===== src/rtl/key_event_decoder_if.sv =====
`default_nettype none
// ============================================================================
//  Module      : key_event_decoder_if
//  Description : Bundle between the key debouncer / event consumer and the
//                key event decoder. The decoder uses the slave modport.
//  Revision    : 1.0 - initial release
// ============================================================================
interface key_event_decoder_if;
  logic [3:0] key_value;   // debounced press code, active low, one-cycle pulse
  logic [3:0] key_raw;     // raw key levels, active low
  logic       evt_valid;   // one-cycle event strobe
  logic [1:0] evt_key;     // index of key that produced the event
  logic [1:0] evt_type;    // 0 SHORT, 1 LONG, 2 REPEAT
  logic       busy;        // a key is being tracked

  modport master (
    output key_value, key_raw,
    input  evt_valid, evt_key, evt_type, busy
  );

  modport slave (
    input  key_value, key_raw,
    output evt_valid, evt_key, evt_type, busy
  );
endinterface
`default_nettype wire


===== src/rtl/key_event_decoder.sv =====
`default_nettype none
// ============================================================================
//  Module      : key_event_decoder
//  Description : Classifies a debounced key press as SHORT, LONG or
//                auto-REPEAT and emits one-cycle event pulses. One key is
//                tracked at a time; release is confirmed by REL_CYC
//                consecutive high cycles on the raw level of that key.
//                REP_CYC must be at least 2 so events never abut.
//  Revision    : 1.0 - initial release
// ============================================================================
module key_event_decoder #(
  parameter int CNT_W    = 26,
  parameter int LONG_CYC = 50_000_000,
  parameter int REP_CYC  = 10_000_000,
  parameter int REL_CYC  = 1_000_000
) (
  input  logic              clk,
  input  logic              rst,
  key_event_decoder_if.slave bus
);

  localparam logic [1:0] ST_IDLE   = 2'd0;
  localparam logic [1:0] ST_HELD   = 2'd1;
  localparam logic [1:0] ST_REPEAT = 2'd2;

  localparam logic [1:0] EVT_SHORT  = 2'd0;
  localparam logic [1:0] EVT_LONG   = 2'd1;
  localparam logic [1:0] EVT_REPEAT = 2'd2;

  // Terminal counts: every counter compare is an equality against PARAM-1
  localparam logic [CNT_W-1:0] LONG_LAST = CNT_W'(LONG_CYC - 1);
  localparam logic [CNT_W-1:0] REP_LAST  = CNT_W'(REP_CYC - 1);
  localparam logic [CNT_W-1:0] REL_LAST  = CNT_W'(REL_CYC - 1);
  localparam logic [CNT_W-1:0] CNT_ONE   = CNT_W'(1);

  logic [1:0]       state_q, state_d;
  logic [1:0]       idx_q, idx_d;
  logic [CNT_W-1:0] hold_q, hold_d;
  logic [CNT_W-1:0] rep_q, rep_d;
  logic [CNT_W-1:0] rel_q, rel_d;
  logic             evt_valid_q, evt_valid_d;
  logic [1:0]       evt_key_q, evt_key_d;
  logic [1:0]       evt_type_q, evt_type_d;
  logic             busy_q;

  logic [1:0]       press_idx;
  logic             rel_level;
  logic             rel_done;
  logic [CNT_W-1:0] rel_next;

  // Lowest-numbered active-low bit of the press code wins
  always_comb begin
    press_idx = 2'd0;
    for (int i = 3; i >= 0; i--) begin
      if (!bus.key_value[i]) press_idx = 2'(i);
    end
  end

  // Release detector on the tracked key; any low level restarts the count
  assign rel_level = bus.key_raw[idx_q];
  assign rel_done  = rel_level && (rel_q == REL_LAST);
  assign rel_next  = rel_level ? rel_q + CNT_ONE : '0;

  // Next-state, counter and event decode
  always_comb begin
    state_d     = state_q;
    idx_d       = idx_q;
    hold_d      = hold_q;
    rep_d       = rep_q;
    rel_d       = rel_q;
    evt_valid_d = 1'b0;
    evt_key_d   = evt_key_q;
    evt_type_d  = evt_type_q;
    case (state_q)
      ST_IDLE: begin
        if (bus.key_value != 4'b1111) begin
          idx_d   = press_idx;
          state_d = ST_HELD;
          hold_d  = '0;
          rep_d   = '0;
          rel_d   = '0;
        end
      end
      ST_HELD: begin
        hold_d = hold_q + CNT_ONE;
        rel_d  = rel_next;
        if (rel_done) begin
          // Release beats a coincident LONG threshold
          state_d     = ST_IDLE;
          evt_valid_d = 1'b1;
          evt_key_d   = idx_q;
          evt_type_d  = EVT_SHORT;
          hold_d      = '0;
          rel_d       = '0;
        end else if (hold_q == LONG_LAST) begin
          state_d     = ST_REPEAT;
          evt_valid_d = 1'b1;
          evt_key_d   = idx_q;
          evt_type_d  = EVT_LONG;
          hold_d      = '0;
          rep_d       = '0;
        end
      end
      ST_REPEAT: begin
        rep_d = rep_q + CNT_ONE;
        rel_d = rel_next;
        if (rel_done) begin
          // Release ends auto-repeat silently, even on a repeat boundary
          state_d = ST_IDLE;
          rep_d   = '0;
          rel_d   = '0;
        end else if (rep_q == REP_LAST) begin
          evt_valid_d = 1'b1;
          evt_key_d   = idx_q;
          evt_type_d  = EVT_REPEAT;
          rep_d       = '0;
        end
      end
      default: begin
        state_d = ST_IDLE;
        hold_d  = '0;
        rep_d   = '0;
        rel_d   = '0;
      end
    endcase
  end

  // State and registered outputs; busy follows the state being entered
  always_ff @(posedge clk or posedge rst) begin
    if (rst) begin
      state_q     <= ST_IDLE;
      idx_q       <= 2'd0;
      hold_q      <= '0;
      rep_q       <= '0;
      rel_q       <= '0;
      evt_valid_q <= 1'b0;
      evt_key_q   <= 2'd0;
      evt_type_q  <= 2'd0;
      busy_q      <= 1'b0;
    end else begin
      state_q     <= state_d;
      idx_q       <= idx_d;
      hold_q      <= hold_d;
      rep_q       <= rep_d;
      rel_q       <= rel_d;
      evt_valid_q <= evt_valid_d;
      evt_key_q   <= evt_key_d;
      evt_type_q  <= evt_type_d;
      busy_q      <= (state_d != ST_IDLE);
    end
  end

  assign bus.evt_valid = evt_valid_q;
  assign bus.evt_key   = evt_key_q;
  assign bus.evt_type  = evt_type_q;
  assign bus.busy      = busy_q;

endmodule
`default_nettype wire


===== src/flat_wrapper.sv =====
// flat-port wrapper written by rule: the top's interface ports become plain ports
module key_event_decoder_flat 
#(
  parameter int CNT_W    = 26,
  parameter int LONG_CYC = 50_000_000,
  parameter int REP_CYC  = 10_000_000,
  parameter int REL_CYC  = 1_000_000
)
  (clk, rst, bus_key_value, bus_key_raw, bus_evt_valid, bus_evt_key, bus_evt_type, bus_busy);
  key_event_decoder_if bus_i ();
  input  logic clk;
  input  logic rst;
  input wire logic [$bits(bus_i.key_value)-1:0] bus_key_value;
  input wire logic [$bits(bus_i.key_raw)-1:0] bus_key_raw;
  output wire logic [$bits(bus_i.evt_valid)-1:0] bus_evt_valid;
  output wire logic [$bits(bus_i.evt_key)-1:0] bus_evt_key;
  output wire logic [$bits(bus_i.evt_type)-1:0] bus_evt_type;
  output wire logic [$bits(bus_i.busy)-1:0] bus_busy;
  assign bus_i.key_value = bus_key_value;
  assign bus_i.key_raw = bus_key_raw;
  assign bus_evt_valid = bus_i.evt_valid;
  assign bus_evt_key = bus_i.evt_key;
  assign bus_evt_type = bus_i.evt_type;
  assign bus_busy = bus_i.busy;
  key_event_decoder #(.CNT_W(CNT_W), .LONG_CYC(LONG_CYC), .REP_CYC(REP_CYC), .REL_CYC(REL_CYC)) u_core (.clk(clk), .rst(rst), .bus(bus_i));
endmodule

===== config.mk =====
export PLATFORM = sky130hd
export DESIGN_NAME = key_event_decoder_flat
export DESIGN_NICKNAME = d
export VERILOG_FILES = /design/src/rtl/key_event_decoder_if.sv /design/src/rtl/key_event_decoder.sv /design/src/flat_wrapper.sv
export SDC_FILE = /design/constraint.sdc
export NUM_CORES = 1
export LEC_CHECK = 0
export ABC_CLOCK_PERIOD_IN_PS = 4650
export BUFFER_PORTS_ARGS = -buffer_cell sky130_fd_sc_hd__buf_2
export CORE_ASPECT_RATIO = 1.75
export CORE_MARGIN = 2
export CORE_UTILIZATION = 45
export DETAILED_ROUTE_END_ITERATION = 16
export SLEW_MARGIN = 20
export SYNTH_ARGS = -nofsm -noshare
export SYNTH_HDL_FRONTEND = slang
export SYNTH_SLANG_ARGS = --single-unit

===== constraint.sdc =====
create_clock -name clk -period 4.65 [get_ports clk]
set_clock_uncertainty 0.2 [all_clocks]
set_input_delay 0.6975 -clock clk [delete_from_list [all_inputs] [get_ports clk]]
set_output_delay 0.6975 -clock clk [all_outputs]
set_load 0.02 [all_outputs]

---- Word-level counts from Yosys, hierarchy flattened ----
Cells that the tools add are included.
storage, ports and cells
  register bits ........................... 88
  bits of input ports ..................... 10
  output and inout bits ................... 6
  logic and storage cells ................. 73
operators by class
  $add $sub $neg .......................... 3
  magnitude comparators ................... 1
  eq/ne operators ......................... 12
  mux-type cells .......................... 38
  bitwise gates (word level) .............. 1
  reductions and logical operators ........ 9
operators with widths
  operator                                                     number
  two-way mux 26 bit                                           9
  case mux 26 bit (3 select lines)                             2
  adder 26 x 1 -> 26 bit (second input constant)               3
  case mux 26 bit (2 select lines)                             1
  two-way mux 2 bit                                            16
  equality test 26 x 20 -> 1 bit (second input constant)       1
  equality test 26 x 24 -> 1 bit (second input constant)       1
  equality test 26 bit (second input constant)                 1
  case mux 2 bit (2 select lines)                              2
  inequality test 2 x 1 -> 1 bit (second input constant)       3
  case mux 2 bit (3 select lines)                              1
  two-way mux 1 bit                                            5
  inequality test 2 bit (second input constant)                2
  inequality test 4 bit (second input constant)                1
  AND reduction 2 bit                                          2
  AND reduction 4 bit                                          1
  nonzero test 2 bit                                           2
  less-than comparator 2 x 3 -> 1 bit (second input constant)  1
  inequality test 3 x 1 -> 1 bit (second input constant)       1
  AND reduction 3 bit                                          1
  binary-select mux 1 bit (select 2 bit)                       1
  equality test 2 x 1 -> 1 bit (second input constant)         1
  equality test 2 bit (second input constant)                  1
  logical NOT 2 bit                                            1
  other kinds (4)                                              4

---- Logic depth before layout (Yosys ltp) ----
Gate-level depths: netlist of the first run.
  depth after elaboration ................. 6
  depth in mapped cells ................... 9

---- Worst setup path after synthesis of the first run ----
No wires, ideal clock.
  path type ............................... input to register
  from .................................... input port bus_key_raw[1]
  to ...................................... register u_core.rep_q[4]
  setup time .............................. 0.079 ns
  arrival ................................. 2.220 ns
  required time ........................... 4.371 ns
  setup slack ............................. 2.151 ns
  stages on the path ...................... 8
  path buffers ............................ 2
  cell sequence ........................... mux4_2 > inv_1 > or4_4 > buf_6 > o211ai_4 > buf_6 > a21oi_2 > mux2i_1
on the way
  cells in the longest elaborated chain, start to end .. 5
  elaborated cells on any way between the ends .. 7
  classes of those cells .................. 1 x eq/ne; 4 x mux; 2 x reduce/logical
ends and longest elaborated chain
  item                                                                            line                      RTL
  start, declared                                                                 flat_wrapper.sv:14        input wire logic [$bits(bus_i.key_raw)-1:0] bus_key_raw;
  binary-select mux 1 bit (select 2 bit) (*)                                      key_event_decoder.sv:60   assign rel_level = bus.key_raw[idx_q];
  two-way mux 1 bit (implied by the code) (*)                                     key_event_decoder.sv:60
  logical AND 1 bit (*)                                                           key_event_decoder.sv:61   assign rel_done = rel_level && (rel_q == REL_LAST);
  two-way mux 26 bit / inequality test 2 bit (equally long branches)              n/a
  case mux 26 bit (3 select lines) / AND reduction 3 bit (equally long branches)  n/a
  end signal, assigned                                                            key_event_decoder.sv:144  rep_q <= rep_d;
  end, declared                                                                   key_event_decoder.sv:39   logic [CNT_W-1:0] rep_q, rep_d;
Every way passes the cells marked *; elsewhere a longest branch is shown, timed or not. The select of a mux whose other input is x is not followed.
A chain may end at the register's enable or synchronous reset.

---- Worst setup path in the final report of the first run ----
  from .................................... register u_core.rep_q[1]
  to ...................................... register u_core.rep_q[20]
on the way
  cells in the longest elaborated chain, start to end .. 4
  elaborated cells on any way between the ends .. 5
  classes of those cells .................. 1 x add/sub; 1 x eq/ne; 3 x mux
ends and longest elaborated chain
  item                                                                             line                                                RTL
  adder 26 x 1 -> 26 bit / equality test 26 x 24 -> 1 bit (equally long branches)  key_event_decoder.sv:105, key_event_decoder.sv:112
  two-way mux 26 bit (*)                                                           key_event_decoder.sv:112                            end else if (rep_q == REP_LAST) begin
  two-way mux 26 bit (*)                                                           key_event_decoder.sv:107                            if (rel_done) begin
  case mux 26 bit (3 select lines) (*)                                             key_event_decoder.sv:74                             case (state_q)
Every way passes the cells marked *; elsewhere a longest branch is shown, timed or not.

==> results of run 1 <==
[layer usage]
metal / vias up / part of all wire, %
li1: 1850 / -
met3: 22 / 2.1
met5: - / 0
met4: 0 / 3.5
met1: 1863 / 39
met2: 59 / 55
[layout by cell type (no fill, tap or decap), types with 3 or more instances in the layout]
master     instances
a21o_1             3
a21oi_1           15
a21oi_2            7
a311oi_1           3
and2_1             4
and3_1            13
and4_1             9
buf_2             15
buf_4              6
clkbuf_16          9
clkinv_2           3
dfrtp_1           88
ha_1               7
inv_1             12
mux2_2             3
mux2i_1           10
nand2_1           48
nand2b_1           5
nand3_1           35
nand4_1           27
nor2_1            55
nor3_1            15
nor4_1             3
nor4b_1            7
o21ai_0           32
o21ai_1            4
xnor2_1            9
xor2_1            34
[registers in the layout (all words and copies together) (netlist names)]
signal / cells
u_core.state_q: 2
u_core.bus.evt_valid: 1
u_core.hold_q: 26
u_core.idx_q: 2
u_core.rep_q: 26
u_core.rel_q: 26
u_core.bus.busy: 1
u_core.bus.evt_key: 2
u_core.bus.evt_type: 2
[power groups by stage]
stage | Combinational, uW | Clock [uW] | Sequential, uW
5_1_grt | 513 | 769 | 862
3_5_place_dp | 464 | 0 | 869
6_report | 460 | 723 | 857
3_3_place_gp | 456 | 0 | 866
4_1_cts | 466 | 741 | 856
2_1_floorplan | 341 | 0 | 875
[area by class of cell]
| cell class | count | area [um^2] | area share (%) |
|---|---|---|---|
| clock buffers | 11 | 232.7 | 4.360 |
| clock inverters | 5 | 56.30 | 1.055 |
| inverters | 13 | 50.05 | 0.9376 |
| multi-input cells | 387 | 2502 | 46.88 |
| flip-flops and latches | 88 | 2202 | 41.26 |
| well taps | 130 | 162.7 | 3.047 |
| repair buffers | 22 | 131.4 | 2.461 |
[per-stage QoR]
step / setup slack [ns] / util (%) / hold WS [ns]
2_1_floorplan: 1.474 / - / 0.2516
3_3_place_gp: 1.331 / 47.36 / 0.2867
3_5_place_dp: 1.316 / 47.36 / 0.2934
4_1_cts: 1.297 / 50.08 / 0.3088
5_1_grt: 1.093 / 50.19 / 0.3293
6_report: 1.273 / 50.19 / 0.3009
[cell families after synthesis]
kind of cell | after synthesis | synth area share, %
AO/OA/AOI/OAI | 83 | 11.40
XOR/XNOR | 43 | 7.746
adder cells (fa/ha/maj) | 7 | 1.801
buffers and inverters | 31 | 3.242
flip-flops | 88 | 45.29
multiplexers | 14 | 3.217
AND/OR/NAND/NOR | 240 | 27.30
[how the worst max path moves through the flow]
stage,startpoint,to,slack (ns),depth (start not counted)
3_5_place_dp,u_core.rep_q[0]$_DFFE_PP0P_,u_core.rep_q[20]$_DFFE_PP0P_,1.32,8
5_1_grt,u_core.rep_q[0]$_DFFE_PP0P_,u_core.rep_q[20]$_DFFE_PP0P_,1.09,8
2_1_floorplan,rst,u_core.bus.busy$_DFF_PP0_,1.47,1
4_1_cts,u_core.rep_q[0]$_DFFE_PP0P_,u_core.rep_q[20]$_DFFE_PP0P_,1.30,8
3_3_place_gp,bus_key_raw[3],u_core.rep_q[3]$_DFFE_PP0P_,1.33,8
6_report,u_core.rep_q[1]$_DFFE_PP0P_,u_core.rep_q[20]$_DFFE_PP0P_,1.27,8
[worst reg2reg max path, cell delays in order, from the launching register on]
cell,delay (ns)
dfrtp_1,0.43
ha_1,0.24
nand3_1,0.16
or2_2,0.35
o31ai_2,0.86
nor2_1,0.36
buf_4,0.29
a21o_1,0.16
a22o_1,0.22
==> flow_summary.toml, run 1 <==
[placed_design]
dp_cells = 639
placed_area_um2 = 5037
place.gp.congestion = 0.8063
portBuffers = 15
hpwl_um = 7875

[cts]
clkSlewWorstSetupHoldPaths_ns = 0.07
ctsHoldBuffers = 0
cts-resized-gates = 0
cts_tree = "built"
clkLatencyLatePin_ns = 0.34
cts_htree_levels = 3
cts_buffers = 9
clock-sinks = 88
post_cts_buffers = 0
clock_path_buffers = 2
cts_root_buffer = "clkbuf_16"

[yosys]
yosys_warnings = 0
synth.distinct_cells = 60
synthArstFlopShare_pct = 100.0
yosysSeqAreaShare_pct = 45.29
ys_top_cells_by_area = "dfrtp_1 45%, xor2_1 6.1%, nor2_1 4.2%, nand2_1 3.7%, nand3_1 3.6%"
synth_flop_cell = "dfrtp_1"
yosysMostFrequentCell = "dfrtp_1"
synth_edf_count = 0
synth_area_per_cell_um2 = 9.609
synth_common_cells = "88 x dfrtp_1, 55 x nor2_1, 48 x nand2_1, 35 x nand3_1, 34 x xor2_1"
syn_area_um2 = 4862
synth_cells = 506
synth_nets = 523
synth_top_area_share_pct = 45.29
yosysTopAreaCell = "dfrtp_1"
synth_seq_cells = 88

[setup_path]
startpoint_type = "flip-flop"
r2r_start = "u_core.rep_q[1]$_DFFE_PP0P_"
rr_endpoint = "u_core.rep_q[20]$_DFFE_PP0P_"
cp_num_buf_inv = 1
criticalPathCategory = "reg -> reg"
max_stage_delay_ns = 0.86
r2r_cells = 8
crit_path_max_fanout = 13
worstPathCellList = "ha_1 -> nand3_1 -> or2_2 -> o31ai_2 -> nor2_1 -> buf_4 -> a21o_1 -> a22o_1"
critPathTopFamily = "compound AO/OA/AOI/OAI gates"
arrival_ns = 3.41
worstPathRequired_ns = 4.68
r2r_setup_slack_ns = 1.27
critPathCaptureType = "flip-flop"
worst_path_max_delay_cell = "o31ai_2"

[hold_path]
hold_end = "u_core.bus.evt_key[0]$_DFFE_PP0P_"
hold_class = "reg -> reg"
hold_depth = 1
min_from = "u_core.bus.evt_key[0]$_DFFE_PP0P_"

[timing]
max_freq_mhz = 296.2
max-slew-margin-rel_pct = 31.42
hold_violations = 0
setup_viol = 0
rsz0062_at_grt = "false"
period_needed_ns = 3.377
tns_ns = 0
finalCritPeriodShare_pct = 72.62
worst_pin_slew_ns = 1.023
slew_viol_final = 0

[routing]
dr_total_vias = 3794
viasPerCell = 5.784
drc = 0
routedWlPerCell_um = 16.97
wl_um = 11130
first_iter_violations = 183
postRouteAntennaNets = 0
first_pass_iters = 4

[global_routing]
grt_util_met1_pct = 21.51
grt_usage_pct = 20.32
grt_pass1_vias = 3896
top_usage_layer = "met2"
grt_pass1_wl_um = 18300
overflow = 0
grt_max_degree = 54
grtUsageMet2_pct = 37.22
antenna_found_initial = 0
gr-usage-met3_pct = 3.562

[cells_and_area]
drive_gt1_share_pct = 12.17
nNetsFinal = 538
areaGrowthSynthToFinish_pct = 9.779
fin_cells = 656
final_cell_area_um2 = 5338
n_antenna_cell = 0
nFillCells = 993

[power_and_ir_drop]
irDropWorstVdd_uv = 234.0
power.density_nw_per_um2 = 382.1
switching_share_pct = 31.93
p_leak_uw = 0.002240
combPwrFrac_pct = 22.6
seqPwrFrac_pct = 42.0
p_switching_uw = 651.1
power_uw = 2039
power.internal_uw = 1388
clkPwrFrac_pct = 35.4

[floorplan]
io_pins = 16
fp.dieH_um = 141.5
die_area_um2 = 11680
core_um2 = 10640
start_util_pct = 45.72
rows = 50
die_w_um = 82.58

[run_status]
outcome = "completed"

[run]
drv_cap = 0
Note: power is estimated with default switching activity, not from simulation.
==> inputs of run 2 (changes only) <==
--- a/config.mk
+++ b/config.mk
@@ -5,7 +5,8 @@
 export SDC_FILE = /design/constraint.sdc
 export NUM_CORES = 1
 export LEC_CHECK = 0
-export ABC_CLOCK_PERIOD_IN_PS = 4650
+export ABC_AREA = 1
+export ABC_CLOCK_PERIOD_IN_PS = 3400
 export BUFFER_PORTS_ARGS = -buffer_cell sky130_fd_sc_hd__buf_2
 export CORE_ASPECT_RATIO = 1.75
 export CORE_MARGIN = 2
==> constraint.sdc (replaced) <==
create_clock -name clk -period 3.4 [get_ports clk]
set_clock_uncertainty 0.2 [all_clocks]
set_input_delay 0.51 -clock clk [delete_from_list [all_inputs] [get_ports clk]]
set_output_delay 0.51 -clock clk [all_outputs]
set_load 0.02 [all_outputs]
==> flow_summary.toml, run 2 <==
[yosys]
ys_top_cells_by_area = "dfrtp_1 37%, nand2_1 14%, nor2_1 9.2%, nand3_1 7.0%, inv_1 6.0%"
synth_top_area_share_pct = 37.09
yosysMostFrequentCell = "nand2_1"
yosysTopAreaCell = "dfrtp_1"
synth_seq_cells = 88
synth_flop_cell = "dfrtp_1"
synth_edf_count = 0
synthArstFlopShare_pct = 100.0
syn_area_um2 = 5937
synth_common_cells = "217 x nand2_1, 146 x nor2_1, 95 x inv_1, 88 x dfrtp_1, 83 x nand3_1"
synth_nets = 874
yosys_warnings = 0
synth.distinct_cells = 35
synth_cells = 857
yosysSeqAreaShare_pct = 37.09
synth_area_per_cell_um2 = 6.928

[cts]
ctsHoldBuffers = 0
post_cts_buffers = 0
clkSlewWorstSetupHoldPaths_ns = 0.07
clock-sinks = 88
cts_htree_levels = 3
clkLatencyLatePin_ns = 0.35
cts_tree = "built"
cts_root_buffer = "clkbuf_16"
cts-resized-gates = 0
cts_buffers = 9
clock_path_buffers = 2

[timing]
tns_ns = 0
max-slew-margin-rel_pct = 48.24
setup_viol = 0
slew_viol_final = 0
hold_violations = 0
finalCritPeriodShare_pct = 74.32
worst_pin_slew_ns = 0.7763
period_needed_ns = 2.527
rsz0062_at_grt = "false"
max_freq_mhz = 395.7

[placed_design]
place.gp.congestion = 0.9705
dp_cells = 1027
portBuffers = 15
hpwl_um = 11520

[routing]
drc = 0
wl_um = 15210
first_pass_iters = 5
dr_total_vias = 5465
routedWlPerCell_um = 14.58
viasPerCell = 5.240
first_iter_violations = 279
postRouteAntennaNets = 0

[setup_path]
startpoint_type = "flip-flop"
criticalPathCategory = "reg -> reg"
crit_path_max_fanout = 23
worst_path_max_delay_cell = "dfrtp_1"
cp_num_buf_inv = 4
arrival_ns = 2.53
critPathTopFamily = "buffers and inverters"
worstPathRequired_ns = 3.40
max_stage_delay_ns = 0.39
critPathCaptureType = "flip-flop"
worstPathCellList = "inv_1 -> ha_1 -> inv_1 -> nand2_1 -> inv_2 -> nand2_2 -> inv_2 -> nor2_1"

[floorplan]
core_um2 = 12940
fp.dieH_um = 155.9
rows = 55
die_w_um = 90.83
start_util_pct = 45.89
die_area_um2 = 14160
io_pins = 16

[cells_and_area]
top_regs = "u_core.hold_q: 26 flops, u_core.rel_q: 26 flops, u_core.rep_q: 26 flops"
final_common_cell = "nand2_1"
nFillCells = 1336
fin_cells = 1043
mostFrequentLayoutCells = "217 x nand2_1, 146 x nor2_1, 94 x inv_1, 88 x dfrtp_1, 83 x nand3_1"
n_antenna_cell = 0
nNetsFinal = 884
final_util_pct = 49.93
areaGrowthSynthToFinish_pct = 8.809
drive_gt1_share_pct = 10.89

[global_routing]
gr-usage-met3_pct = 2.947
grt_usage_pct = 23.00
grt_max_degree = 50
top_usage_layer = "met2"
overflow = 0
grt_pass1_vias = 5486
grt_util_met1_pct = 24.50
antenna_found_initial = 0
grt_pass1_wl_um = 26070
grtUsageMet2_pct = 43.92

[power_and_ir_drop]
power.density_nw_per_um2 = 461.3
p_leak_uw = 0.002821
irDropWorstVdd_uv = 316.9

[hold_path]
hold_class = "in -> async"

[run]
drv_cap = 0

[run_status]
outcome = "completed"
## run 2: changes by cell type in the layout (fill, tap and decap cells not counted), sizes merged, moves of 5 or more
cell | previous run | this run
nand2 | 48 | 230
nor2 | 55 | 183
inv | 13 | 98
nand3 | 35 | 86
a21oi | 22 | 0
and3 | 13 | 0
mux2i | 10 | 0
nor4b | 10 | 0
and4 | 9 | 0
nor3 | 16 | 23
nor4 | 6 | 0
nand2b | 5 | 0
## run 2: metrics by stage
step | hold WS [ns] | total power (uW) | setup WS [ns] | area (um^2)
3_5_place_dp | 0.2876 | 1908 | 0.8836 | 6128
4_1_cts | 0.1037 | 3021 | 0.8849 | 6460
5_1_grt | 0.1423 | 3146 | 0.5959 | 6460
6_report | 0.06552 | 2980 | 0.8731 | 6460
2_1_floorplan | 0.2758 | 1787 | 0.4114 | 5937
3_3_place_gp | 0.2864 | 1898 | 0.9566 | 6128
## run 2: power breakdown
part / switching (uW) / total [uW] / internal, uW
sequential: 61.4 / 1170 / 1110
clock: 435 / 1100 / 667
combinational: 534 / 706 / 172
total: 1030 / 2980 / 1950
## run 2: layer usage
metal / wire, um / up-vias / share of wire, %
met5: 0 / - / 0
met3: 424 / 51 / 2.8
met1: 6023 / 2563 / 40
met4: 678 / 0 / 4.5
li1: - / 2728 / -
met2: 8079 / 123 / 53
## run 2: final timing paths
path	startpoint	endpoint	slack (ns)	cells past startpoint
max	u_core.state_q[0]$_DFF_PP0_	u_core.hold_q[23]$_DFFE_PP0P_	0.87	8
min	rst	u_core.rep_q[15]$_DFFE_PP0P_	0.07	2
max reg2reg	u_core.state_q[0]$_DFF_PP0_	u_core.hold_q[23]$_DFFE_PP0P_	0.87	8
min reg2reg	u_core.bus.evt_key[0]$_DFFE_PP0P_	u_core.bus.evt_key[0]$_DFFE_PP0P_	0.29	2
max in group asynchronous	rst	u_core.hold_q[20]$_DFFE_PP0P_	2.20	3
min in group clk	bus_key_value[0]	u_core.idx_q[0]$_DFFE_PP0P_	0.22	3
## run 2: kinds of logic (layout without fill, tap and decap cells)
| kind of cell | Yosys count | after routing | share of synthesized area (%) |
|---|---|---|---|
| xor gates and xnor gates | 39 | 39 | 5.753 |
| buffers and inverters | 119 | 134 | 8.662 |
| adders and majority gates | 7 | 7 | 1.475 |
| and+or+nand+nor | 560 | 560 | 43.16 |
| AOI/OAI and AO/OA | 44 | 44 | 3.857 |
| DFF | 88 | 88 | 37.09 |
## run 2: cell type report
class | instances | area [um^2] | area share, %
multi-input combinational | 650 | 3221 | 49.85
sequential | 88 | 2202 | 34.09
inverter | 100 | 381.6 | 5.907
clock buffer | 10 | 239.0 | 3.699
tap | 171 | 214.0 | 3.312
timing repair buffer | 18 | 110.1 | 1.704
clock inverter | 6 | 92.59 | 1.433
==> inputs of run 3 (changes only) <==
--- a/config.mk
+++ b/config.mk
@@ -6,7 +6,7 @@
 export NUM_CORES = 1
 export LEC_CHECK = 0
 export ABC_AREA = 1
-export ABC_CLOCK_PERIOD_IN_PS = 3400
+export ABC_CLOCK_PERIOD_IN_PS = 2500
 export BUFFER_PORTS_ARGS = -buffer_cell sky130_fd_sc_hd__buf_2
 export CORE_ASPECT_RATIO = 1.75
 export CORE_MARGIN = 2
==> constraint.sdc (replaced) <==
create_clock -name clk -period 2.5 [get_ports clk]
set_clock_uncertainty 0.2 [all_clocks]
set_input_delay 0.375 -clock clk [delete_from_list [all_inputs] [get_ports clk]]
set_output_delay 0.375 -clock clk [all_outputs]
set_load 0.02 [all_outputs]
==> flow_summary.toml, run 3 (synthesis gave the netlist of run 2 again) <==
[run_status]
outcome = "completed"

[cells_and_area]
final_common_cell = "nand2_1"
nNetsFinal = 889
n_antenna_cell = 0
drive_gt1_share_pct = 11.17
mostFrequentLayoutCells = "217 x nand2_1, 146 x nor2_1, 94 x inv_1, 88 x dfrtp_1, 83 x nand3_1"
fin_cells = 1048
final_util_pct = 49.99
areaGrowthSynthToFinish_pct = 8.936
top_regs = "u_core.hold_q: 26 flops, u_core.rel_q: 26 flops, u_core.rep_q: 26 flops"

[setup_path]
worstPathRequired_ns = 2.50
rr_endpoint = "u_core.hold_q[19]$_DFFE_PP0P_"
critPathTopFamily = "simple AND/OR/NAND/NOR gates"
r2r_setup_slack_ns = 0.22
r2r_cells = 10
max_stage_delay_ns = 0.40
worst_path_max_delay_cell = "dfrtp_1"
cp_num_buf_inv = 1
criticalPathCategory = "reg -> reg"
crit_path_max_fanout = 23
startpoint_type = "flip-flop"
critPathCaptureType = "flip-flop"
r2r_start = "u_core.rel_q[0]$_DFFE_PP0N_"
arrival_ns = 2.29
worstPathCellList = "ha_1 -> nand2_1 -> nor2_4 -> nand2_1 -> nor2_2 -> nand3_4 -> nand3_4 -> nand2_2 -> inv_2 -> nor2_1"

[power_and_ir_drop]
power.density_nw_per_um2 = 610.6
seqPwrFrac_pct = 40.6
switching_share_pct = 35.76
combPwrFrac_pct = 24.8
clkPwrFrac_pct = 34.6
irDropWorstVdd_uv = 457.7
power.internal_uw = 2537
p_leak_uw = 0.002826
p_switching_uw = 1412

[placed_design]
portBuffers = 15
pre_cts_ws_ns = 0.2093
hpwl_um = 11040
dp_cells = 1031
place.gp.congestion = 0.9270

[global_routing]
grt_usage_pct = 22.21
grt_pass1_wl_um = 25400
grt_max_degree = 89
overflow = 0
antenna_found_initial = 0
grt_pass1_vias = 5417

[timing]
max_freq_mhz = 437.7
slew_viol_final = 0
setup_viol = 0
rsz0062_at_grt = "false"
hold_violations = 0
worst_pin_slew_ns = 0.5478
finalCritPeriodShare_pct = 91.39
period_needed_ns = 2.285
tns_ns = 0
max-slew-margin-rel_pct = 63.39
layout_setup_ws_ns = 0.2152

[cts]
clkLatencyLatePin_ns = 0.34
cts_tree = "built"
cts_root_buffer = "clkbuf_16"
clkSlewWorstSetupHoldPaths_ns = 0.07
cts_buffers = 9
clock-sinks = 88
clock_path_buffers = 2
post_cts_buffers = 0
cts_htree_levels = 3

[floorplan]
start_util_pct = 45.89
die_w_um = 90.83
rows = 55
fp.dieH_um = 155.9
die_area_um2 = 14160
core_um2 = 12940
io_pins = 16

[hold_path]
min_from = "bus_key_value[0]"
hold_depth = 3
hold_class = "in -> reg"
hold_end = "u_core.idx_q[0]$_DFFE_PP0P_"

[routing]
drc = 0
wl_met3_um = 417
highest_layer = "met4"
first_iter_violations = 222
postRouteAntennaNets = 0
first_pass_iters = 5
dr_total_vias = 5395
wl_um = 15070
routedWlPerCell_um = 14.38
viasPerCell = 5.148
wl_met2_um = 8043
drt-met1-wl_um = 6232

[run]
drv_cap = 0
run 3: cell types whose count changed in the layout (fill, tap and decap cells not counted), sizes merged:
cell,previous run,this run
buf,18,22
bufinv,2,1
clkinv,4,3
clkinvlp,2,3
dlygate4sd3,0,1
inv,98,99
run 3: layout make-up:
cell class	instances	area, um^2
fill	1368	6470
multi-input combinational	650	3221
timing repair buffer	23	150.1
tap	171	214.0
inverter	100	384.1
clock buffer	10	229.0
clock inverter	6	67.56
sequential	88	2202
run 3: worst register-to-register path, delay by kind of cell (launching register included):
kind | cells | cell delay [ns]
AND/OR/NAND/NOR | 8 | 0.96
adder cells (fa/ha/maj) | 1 | 0.19
flip-flops | 1 | 0.40
buffers and inverters | 1 | 0.40
run 3: through the flow:
step,total power (uW),hold WS [ns],cell area (um^2)
global placement,2594,0.2902,6161
floorplan,2431,0.2758,5941
global route,4180,0.1230,6467
finish,3949,0.1089,6467
detailed placement,2615,0.2846,6161
CTS,4006,0.09448,6467
run 3: worst max-delay path by stage:
stage | depth (start not counted) | start | end | slack (ns)
6_report | 10 | u_core.rel_q[0]$_DFFE_PP0N_ | u_core.hold_q[19]$_DFFE_PP0P_ | 0.22
5_1_grt | 10 | u_core.rel_q[0]$_DFFE_PP0N_ | u_core.hold_q[13]$_DFFE_PP0P_ | 0.01
4_1_cts | 10 | u_core.rel_q[0]$_DFFE_PP0N_ | u_core.hold_q[23]$_DFFE_PP0P_ | 0.21
3_5_place_dp | 10 | u_core.rel_q[0]$_DFFE_PP0N_ | u_core.hold_q[14]$_DFFE_PP0P_ | 0.21
3_3_place_gp | 10 | u_core.rel_q[0]$_DFFE_PP0N_ | u_core.hold_q[20]$_DFFE_PP0P_ | 0.31
2_1_floorplan | 10 | u_core.state_q[1]$_DFF_PP0_ | u_core.rel_q[25]$_DFFE_PP0N_ | 0.60
run 3: metal layers:
layer,up-vias,track usage (%)
li1,2739,-
met1,2526,25.66
met2,99,41.86
met3,31,2.464
met4,0,8.225
met5,-,0
run 3: timing repair:
action                                 in CTS  in global routing
gates resized for setup                     0                  0
setup endpoints to repair                   0                  0
endpoints found under the hold margin      28                  0
hold buffers                                1                  0
run 3: power groups by stage:
stage                     sequential (uW)  clock, uW  combinational [uW]
after floorplan                      1630          0                 802
after global placement               1620          0                 974
after detailed placement             1630          0                 988
after CTS                            1600       1410                 993
after global routing                 1610       1470                1100
final                                1600       1370                 980
